<file path="src/rtl/netw_arb_pkg.sv">
// netw_arb_pkg: shared types and widths for the stream arbiter
package netw_arb_pkg;
  typedef enum logic [1:0] {IDLE, PKT, DROP} state_t;
  localparam int MAC_W = 48;
  localparam int DROP_CNT_W = 16;
endpackage

</file>
<file path="src/rtl/netw_stream_arbiter_rr_pick.sv">
// rr_pick: combinational round-robin picker starting after last grant
module rr_pick #(
  parameter int N = 4,
  parameter int IW = $clog2(N)
) (
  input  logic [N-1:0]  req,
  input  logic [IW-1:0] last,
  output logic [N-1:0]  win,
  output logic [IW-1:0] idx
);
  logic [IW-1:0] j;
  always_comb begin
    idx = last;
    j = last;
    for (int i = N; i >= 1; i--) begin
      j = IW'((int'(last) + i) % N);
      idx = req[j] ? j : idx;
    end
    win = req[idx] ? N'(1) << idx : '0;
  end
endmodule

</file>
<file path="src/rtl/netw_stream_arbiter.sv">
// netw_stream_arbiter: packet-locked round-robin mux of N Avalon-ST sources onto one sink
module netw_stream_arbiter
  import netw_arb_pkg::*;
#(
  parameter int N_PORTS = 4,
  parameter int DATA_W = 32,
  parameter int EMPTY_W = 2
) (
  input  logic                          clk_sys_i,
  input  logic                          rst_sys_i,
  input  logic [N_PORTS*DATA_W-1:0]     in_data_i,
  input  logic [N_PORTS*EMPTY_W-1:0]    in_empty_i,
  input  logic [N_PORTS-1:0]            in_valid_i,
  input  logic [N_PORTS-1:0]            in_sop_i,
  input  logic [N_PORTS-1:0]            in_eop_i,
  output logic [N_PORTS-1:0]            in_ready_o,
  input  logic [N_PORTS*MAC_W-1:0]      mac_dst_tbl_i,
  output logic [DATA_W-1:0]             out_data_o,
  output logic [EMPTY_W-1:0]            out_empty_o,
  output logic                          out_valid_o,
  output logic                          out_sop_o,
  output logic                          out_eop_o,
  input  logic                          out_ready_i,
  output logic [MAC_W-1:0]              mac_dst_o,
  output logic [N_PORTS-1:0]            grant_o,
  output logic                          busy_o,
  output logic [DROP_CNT_W-1:0]         drop_cnt_o
);
  localparam int IW = $clog2(N_PORTS);
  state_t state;
  logic [IW-1:0] last, pick_idx;
  logic [N_PORTS-1:0] pick_oh;
  logic pkt, drp, acc_eop;
  rr_pick #(.N(N_PORTS), .IW(IW)) u_pick (
    .req  (in_valid_i),
    .last (last),
    .win  (pick_oh),
    .idx  (pick_idx)
  );
  assign pkt = state == PKT;
  assign drp = state == DROP;
  assign busy_o = state != IDLE;
  assign out_valid_o = pkt & in_valid_i[last];
  assign out_sop_o = pkt & in_sop_i[last];
  assign out_eop_o = pkt & in_eop_i[last];
  assign out_data_o = pkt ? in_data_i[int'(last)*DATA_W +: DATA_W] : '0;
  assign out_empty_o = pkt ? in_empty_i[int'(last)*EMPTY_W +: EMPTY_W] : '0;
  assign in_ready_o = pkt ? grant_o & {N_PORTS{out_ready_i}} : drp ? grant_o : '0;
  assign acc_eop = busy_o & in_valid_i[last] & in_ready_o[last] & in_eop_i[last];
  always_ff @(posedge clk_sys_i) begin
    if (rst_sys_i) begin
      state <= IDLE;
      grant_o <= '0;
      last <= IW'(N_PORTS - 1);
      mac_dst_o <= '0;
      drop_cnt_o <= '0;
    end else if (state == IDLE) begin
      if (|in_valid_i) begin
        state <= in_sop_i[pick_idx] ? PKT : DROP;
        grant_o <= pick_oh;
        last <= pick_idx;
        mac_dst_o <= mac_dst_tbl_i[int'(pick_idx)*MAC_W +: MAC_W];
      end
    end else if (acc_eop) begin
      state <= IDLE;
      grant_o <= '0;
      mac_dst_o <= '0;
      if (drp && !(&drop_cnt_o)) drop_cnt_o <= drop_cnt_o + 1'b1;
    end
  end
endmodule

</file>
<file path="config.mk">
export PLATFORM = sky130hd
export DESIGN_NAME = netw_stream_arbiter
export DESIGN_NICKNAME = d
export VERILOG_FILES = /design/src/rtl/netw_arb_pkg.sv /design/src/rtl/netw_stream_arbiter_rr_pick.sv /design/src/rtl/netw_stream_arbiter.sv
export SDC_FILE = /design/constraint.sdc
export NUM_CORES = 1
export LEC_CHECK = 0
export ABC_CLOCK_PERIOD_IN_PS = 3300
export CORE_AREA = 2 2 177 179
export DETAILED_ROUTE_END_ITERATION = 16
export DIE_AREA = 0 0 179 181
export DONT_BUFFER_PORTS = 1
export PLACE_DENSITY = 0.35
export SYNTH_ARGS = -nofsm -noshare
export SYNTH_HDL_FRONTEND = slang
export SYNTH_SLANG_ARGS = --single-unit
</file>
<file path="constraint.sdc">
create_clock -name clk_sys_i -period 3.3 [get_ports clk_sys_i]
set_input_delay 0.66 -clock clk_sys_i [delete_from_list [all_inputs] [get_ports clk_sys_i]]
set_output_delay 0.66 -clock clk_sys_i [all_outputs]
set_load 0.02 [all_outputs]
</file>
# Word-level counts from Yosys, hierarchy flattened
# Cells that the tools add are included.
totals:
  register_bits: 72
  out_inout_bits: 110
  wordCells: 81
op_classes:
  add_sub_neg: 5
  n_mul: 1
  n_lt_le_gt_ge: 6
  n_eq_ne: 3
  shift: 4
  n_mux: 39
  bitwise: 8
  n_reduce_logical: 10
op_table:
  columns: ["operator", "n"]
  rows:
  - ["$shiftx A192 B9 Y48", 1]
  - ["$mux W48", 3]
  - ["$shiftx A128 B8 Y32", 1]
  - ["$mux W32", 1]
  - ["$mux W4", 6]
  - ["$bmux W1 S2", 10]
  - ["$lt A2 B3 Y1 const B", 6]
  - ["$mux W2", 9]
  - ["$add A16 B1 Y16 const B", 1]
  - ["$reduce_and A16 Y1", 1]
  - ["$mux W1", 10]
  - ["$shiftx A8 B4 Y2", 1]
  - ["$and A1 B1 Y1", 6]
  - ["$add A2 B1 Y2 const B", 2]
  - ["$add A2 B2 Y2 const B", 2]
  - ["$and A4 B4 Y4", 1]
  - ["$mul A2 B2 Y4 const B", 1]
  - ["$reduce_and A2 Y1", 2]
  - ["$reduce_bool A2 Y1", 2]
  - ["$reduce_or A4 Y1", 1]
  - ["$shl A1 B2 Y4 const A", 1]
  - ["$reduce_and A3 Y1", 1]
  - ["$eq A2 B1 Y1 const B", 1]
  - ["$eq A2 B2 Y1 const B", 1]
  - ["5 further kinds", 5]

# Longest topological paths before layout
depth:
  depth_word: 12
  depth_mapped: 9
  depth_no_buf: 6

# Modules after synthesis
# A second synthesis with hierarchy kept.
hier_totals:
  hier_cells: 538
  area_unflattened_um2: 5708.0
by_module_without_submodules:
  columns: ["module", "instances", "cells_per_inst", "area_each_um2"]
  rows:
  - ["netw_stream_arbiter", 1, 506, 5479.0]
  - ["rr_pick", 1, 32, 229.0]

# Worst setup path before layout
# No wires, ideal clock.
synth_path:
  kind: "register to output"
  startpoint: "register last[0]"
  endpoint: "output out_data_o[10]"
  arrival_time_ns: 1.735
  setup_slack_ns: 0.905
  path_stages_with_launch: 6
  path_buffers: 3
  cell_sequence: "dfxtp_1 buf_6 buf_2 buf_2 mux4_2 and2_1"
synth_via:
  elab_chain_len: 2
synth_rtl:
  columns: ["element", "line_no", "rtl"]
  rows:
  - ["start: declaration", "netw_stream_arbiter.sv:31", "logic [IW-1:0] last, pick_idx;"]
  - ["start signal: assignment", "netw_stream_arbiter.sv:54", "last <= IW'(N_PORTS - 1);"]
  - ["start signal: assignment", "netw_stream_arbiter.sv:61", "last <= pick_idx;"]
  - ["$shiftx A128 B8 Y32", "netw_stream_arbiter.sv:46", "assign out_data_o = pkt ? in_data_i[int'(last)*DATA_W +: DATA_W] : '0;"]
  - ["$mux W32", "netw_stream_arbiter.sv:46", null]
  - ["end: declaration", "netw_stream_arbiter.sv:18", "output logic [DATA_W-1:0] out_data_o,"]
# No other way between the ends.

# Final worst setup path
layout_path:
  startpoint: "register last[0]"
  endpoint: "output out_data_o[1]"
# The elaborated chain is that of the path after synthesis.

==> impl_metrics.env <==
export IMPL_crit_arrival_ns=2.31
export IMPL_netlist_instances=519
export IMPL_required_ns=2.64
export IMPL_cts_buffer_depth=2
export IMPL_status="finished clean"
export IMPL_synth_edf_count=0
export IMPL_ys_seq_area_share_pct=27.9
export IMPL_fin_setup_tns_ns=0
export IMPL_overflow=0
export IMPL_ys_async_sr_fraction_pct=0
export IMPL_nets=846
export IMPL_yosys_warnings=0
export IMPL_hold_viol_final=0
export IMPL_critical_path_max_stage_delay_ns=0.65
export IMPL_boundaryPins=453
export IMPL_fmax_ghz=0.337
export IMPL_numCtsBuffers=9
export IMPL_dieArea_mm2=0.0324
export IMPL_htree_levels=3
export IMPL_dr_first_iter_drc_count=216
export IMPL_met2_usage_pct=26.5
export IMPL_cap_violations=0
export IMPL_fp_row_count=64
export IMPL_finalWorstPathRequiredPeriod_ns=2.97
export IMPL_endpoint_kind="output pin"
export IMPL_p_leak_nw=2.15
export IMPL_cts_root_buffer="clkbuf_16"
export IMPL_vias_per_cell=4.85
export IMPL_dp_hpwl_um=19100
export IMPL_path_class="flip-flop to output pin"
export IMPL_rsz0062_at_grt="false"
export IMPL_clockPowerShare_pct=19.6
export IMPL_synth_avg_cell_area_um2=9.95
export IMPL_cellPowerDensity_mw_per_mm2=903
export IMPL_synth_ff_type="dfxtp_1"
export IMPL_grt_max_degree=51
export IMPL_place_inst=887
export IMPL_peakVddDrop_mv=0.359
export IMPL_cts_tree="yes"
export IMPL_wl_per_cell_um=25.5
export IMPL_post_cts_buffers=0
export IMPL_switching_power_w=0.00244
export IMPL_drcViolationCount=0
export IMPL_postCtsResizedCells=0
export IMPL_cts_hold_buf=0
export IMPL_met1_usage_pct=11.5
export IMPL_antenna_found_initial=10
export IMPL_hold_path_class="input pin to flip-flop"
export IMPL_route_vias_total=4401
export IMPL_whs_ns=0.368
export IMPL_comb_power_share_pct=44.9
export IMPL_finalWeightedCongestion=0.795
export IMPL_first_global_vias=4626
export IMPL_fin_skew_ns=0.0140
export IMPL_slew_viol_final=0
export IMPL_final_cells=908
export IMPL_slowest_stage="dfxtp_2"
export IMPL_ant_nets=0
export IMPL_relSlewSlack_pct=59.9
export IMPL_setup_viol=0
export IMPL_die_width_um=179
export IMPL_clock_sinks=72
export IMPL_drt_pass1_iter_count=4
export IMPL_min_period_over_period_pct=90.0
export IMPL_use_met3_pct=4.52
export IMPL_synth_seq_cells=72
export IMPL_worst_slack_ns=0.329
export IMPL_place_port_buffers=0
export IMPL_synth_nets=863
export IMPL_switching_share_pct=45.8
export IMPL_p_int_w=0.00290
export IMPL_routed_wl_um=23200
export IMPL_clock_latency_ns=0.35
export IMPL_cp_start_kind="flip-flop"
export IMPL_power_frac_seq_pct=35.5
export IMPL_grt_util_all_layers_pct=13.4
export IMPL_cp_cell_sequence="buf_4 -> mux4_2 -> and2_1"
export IMPL_synth_cell_types=42
export IMPL_worstPathMaxFanout=19
export IMPL_path_clk_slew_ns=0.07
export IMPL_syn_area_mm2=0.00516
export IMPL_grt_pass1_wl_um=30800
export IMPL_drive_gt1_share_pct=16.2
export IMPL_start_util_pct=17.0
export IMPL_core_area_mm2=0.0303
export IMPL_dp_slack_ns=0.656
export IMPL_busiest_layer="met2"
export IMPL_die_h_um=181
export IMPL_tightest_slew_ns=0.601
export IMPL_area_delta_synth_final_pct=14.6
-- kinds of logic (layout without fill, tap and decap cells) --
group | count (synthesis) | in the layout | share of synthesized area (%)
AND/OR/NAND/NOR | 166 | 166 | 16.1
multiplexers | 135 | 135 | 35.4
AO/OA/AOI/OAI | 83 | 83 | 13.0
flip-flops | 72 | 72 | 27.9
buffers and inverters | 48 | 36 | 4.99
XOR/XNOR | 14 | 14 | 2.38
adder cells (fa/ha/maj) | 1 | 1 | 0.242
other | 0 | 5 | 0
-- cells in the final DEF (no fill, tap or decap), types with 2 or more instances in the layout --
master,count
a21o_1,4
a21oi_1,4
a32oi_1,5
and2_1,43
and3_1,3
buf_12,2
buf_4,15
clkbuf_16,9
dfxtp_1,70
dfxtp_2,2
diode_2,5
inv_1,3
inv_6,3
mux2i_1,96
mux4_2,38
nand2_1,55
nand2b_1,3
nand3_1,6
nand3_2,2
nand3b_1,2
nand4_1,6
nor2_1,26
nor3_1,6
nor4_1,4
o211ai_1,10
o21ai_0,6
o221ai_1,47
or4_1,2
xnor2_1,3
xor2_1,11
-- final cells by class --
cell class	instances	area, um2
antenna	5	12.5
clock buffer	10	239
clock inverter	6	72.6
fill	3284	24400
inverter	3	11.3
multi-input combinational	399	3490
sequential	72	1440
tap	396	495
timing repair buffer	17	153
-- cells in the mapped netlist, types with 4 or more instances --
library cell,instances,area share [%]
nor3_1,6,0.58
a21oi_1,4,0.39
dfxtp_1,72,28
xor2_1,11,1.9
o21ai_0,6,0.58
buf_2,17,1.6
mux2i_1,96,19
nand4_1,6,0.73
clkbuf_1,18,1.3
nor2_1,26,1.9
o211ai_1,10,1.5
and2_1,43,5.2
o221ai_1,47,8.0
mux4_2,38,17
buf_4,5,0.73
a21o_1,4,0.58
buf_6,5,1.1
a32oi_1,5,0.85
nand3_1,7,0.68
nand2_1,57,4.1
nor4_1,4,0.48
-- power groups by stage --
stage	clock, W	combinational, W	sequential, W
after global placement	0	0.00238	0.00193
after floorplan	0	0.00200	0.00176
after CTS	0.00109	0.00244	0.00191
after global routing	0.00112	0.00259	0.00195
after detailed placement	0	0.00242	0.00192
final	0.00105	0.00240	0.00190
-- sequential cells by signal, indices dropped and copies added, names as in the netlist --
signal,count
grant_o,4
drop_cnt_o,16
state,2
mac_dst_o,48
last,2
-- per-layer routing --
metal,part of all wire (%),routed length [um],up-vias
li1,-,-,1961
met1,30,6980,2072
met2,55,12800,329
met3,11,2540,37
met4,3.5,811,2
met5,0.056,13,-
-- final timing paths --
check                           startpoint             to  slack, ns  cells past startpoint
worst max-delay path               last[0]  out_data_o[1]       0.33                      3
worst min-delay path             rst_sys_i  drop_cnt_o[1]       0.37                      1
worst max register to register     last[0]  mac_dst_o[46]       0.73                      6
worst min register to register    state[0]       state[0]       0.52                      2
-- worst max-delay path: cells and delay by family, from the launching register on --
kind / cells / cell delay [ns]
flip-flops: 1 / 0.65
multiplexers: 1 / 0.61
buffers and inverters: 1 / 0.44
AND/OR/NAND/NOR: 1 / 0.26
-- through the flow --
| step | total power [W] | instance area, um2 | util [%] |
|---|---|---|---|
| 6_report | 0.00534 | 5920 | 19.5 |
| 5_1_grt | 0.00566 | 5910 | 19.5 |
| 4_1_cts | 0.00544 | 5900 | 19.5 |
| 3_5_place_dp | 0.00434 | 5590 | 18.4 |
| 3_3_place_gp | 0.00431 | 5590 | 18.4 |
| 2_1_floorplan | 0.00376 | 5160 | - |
(Power assumes the default switching activity.)
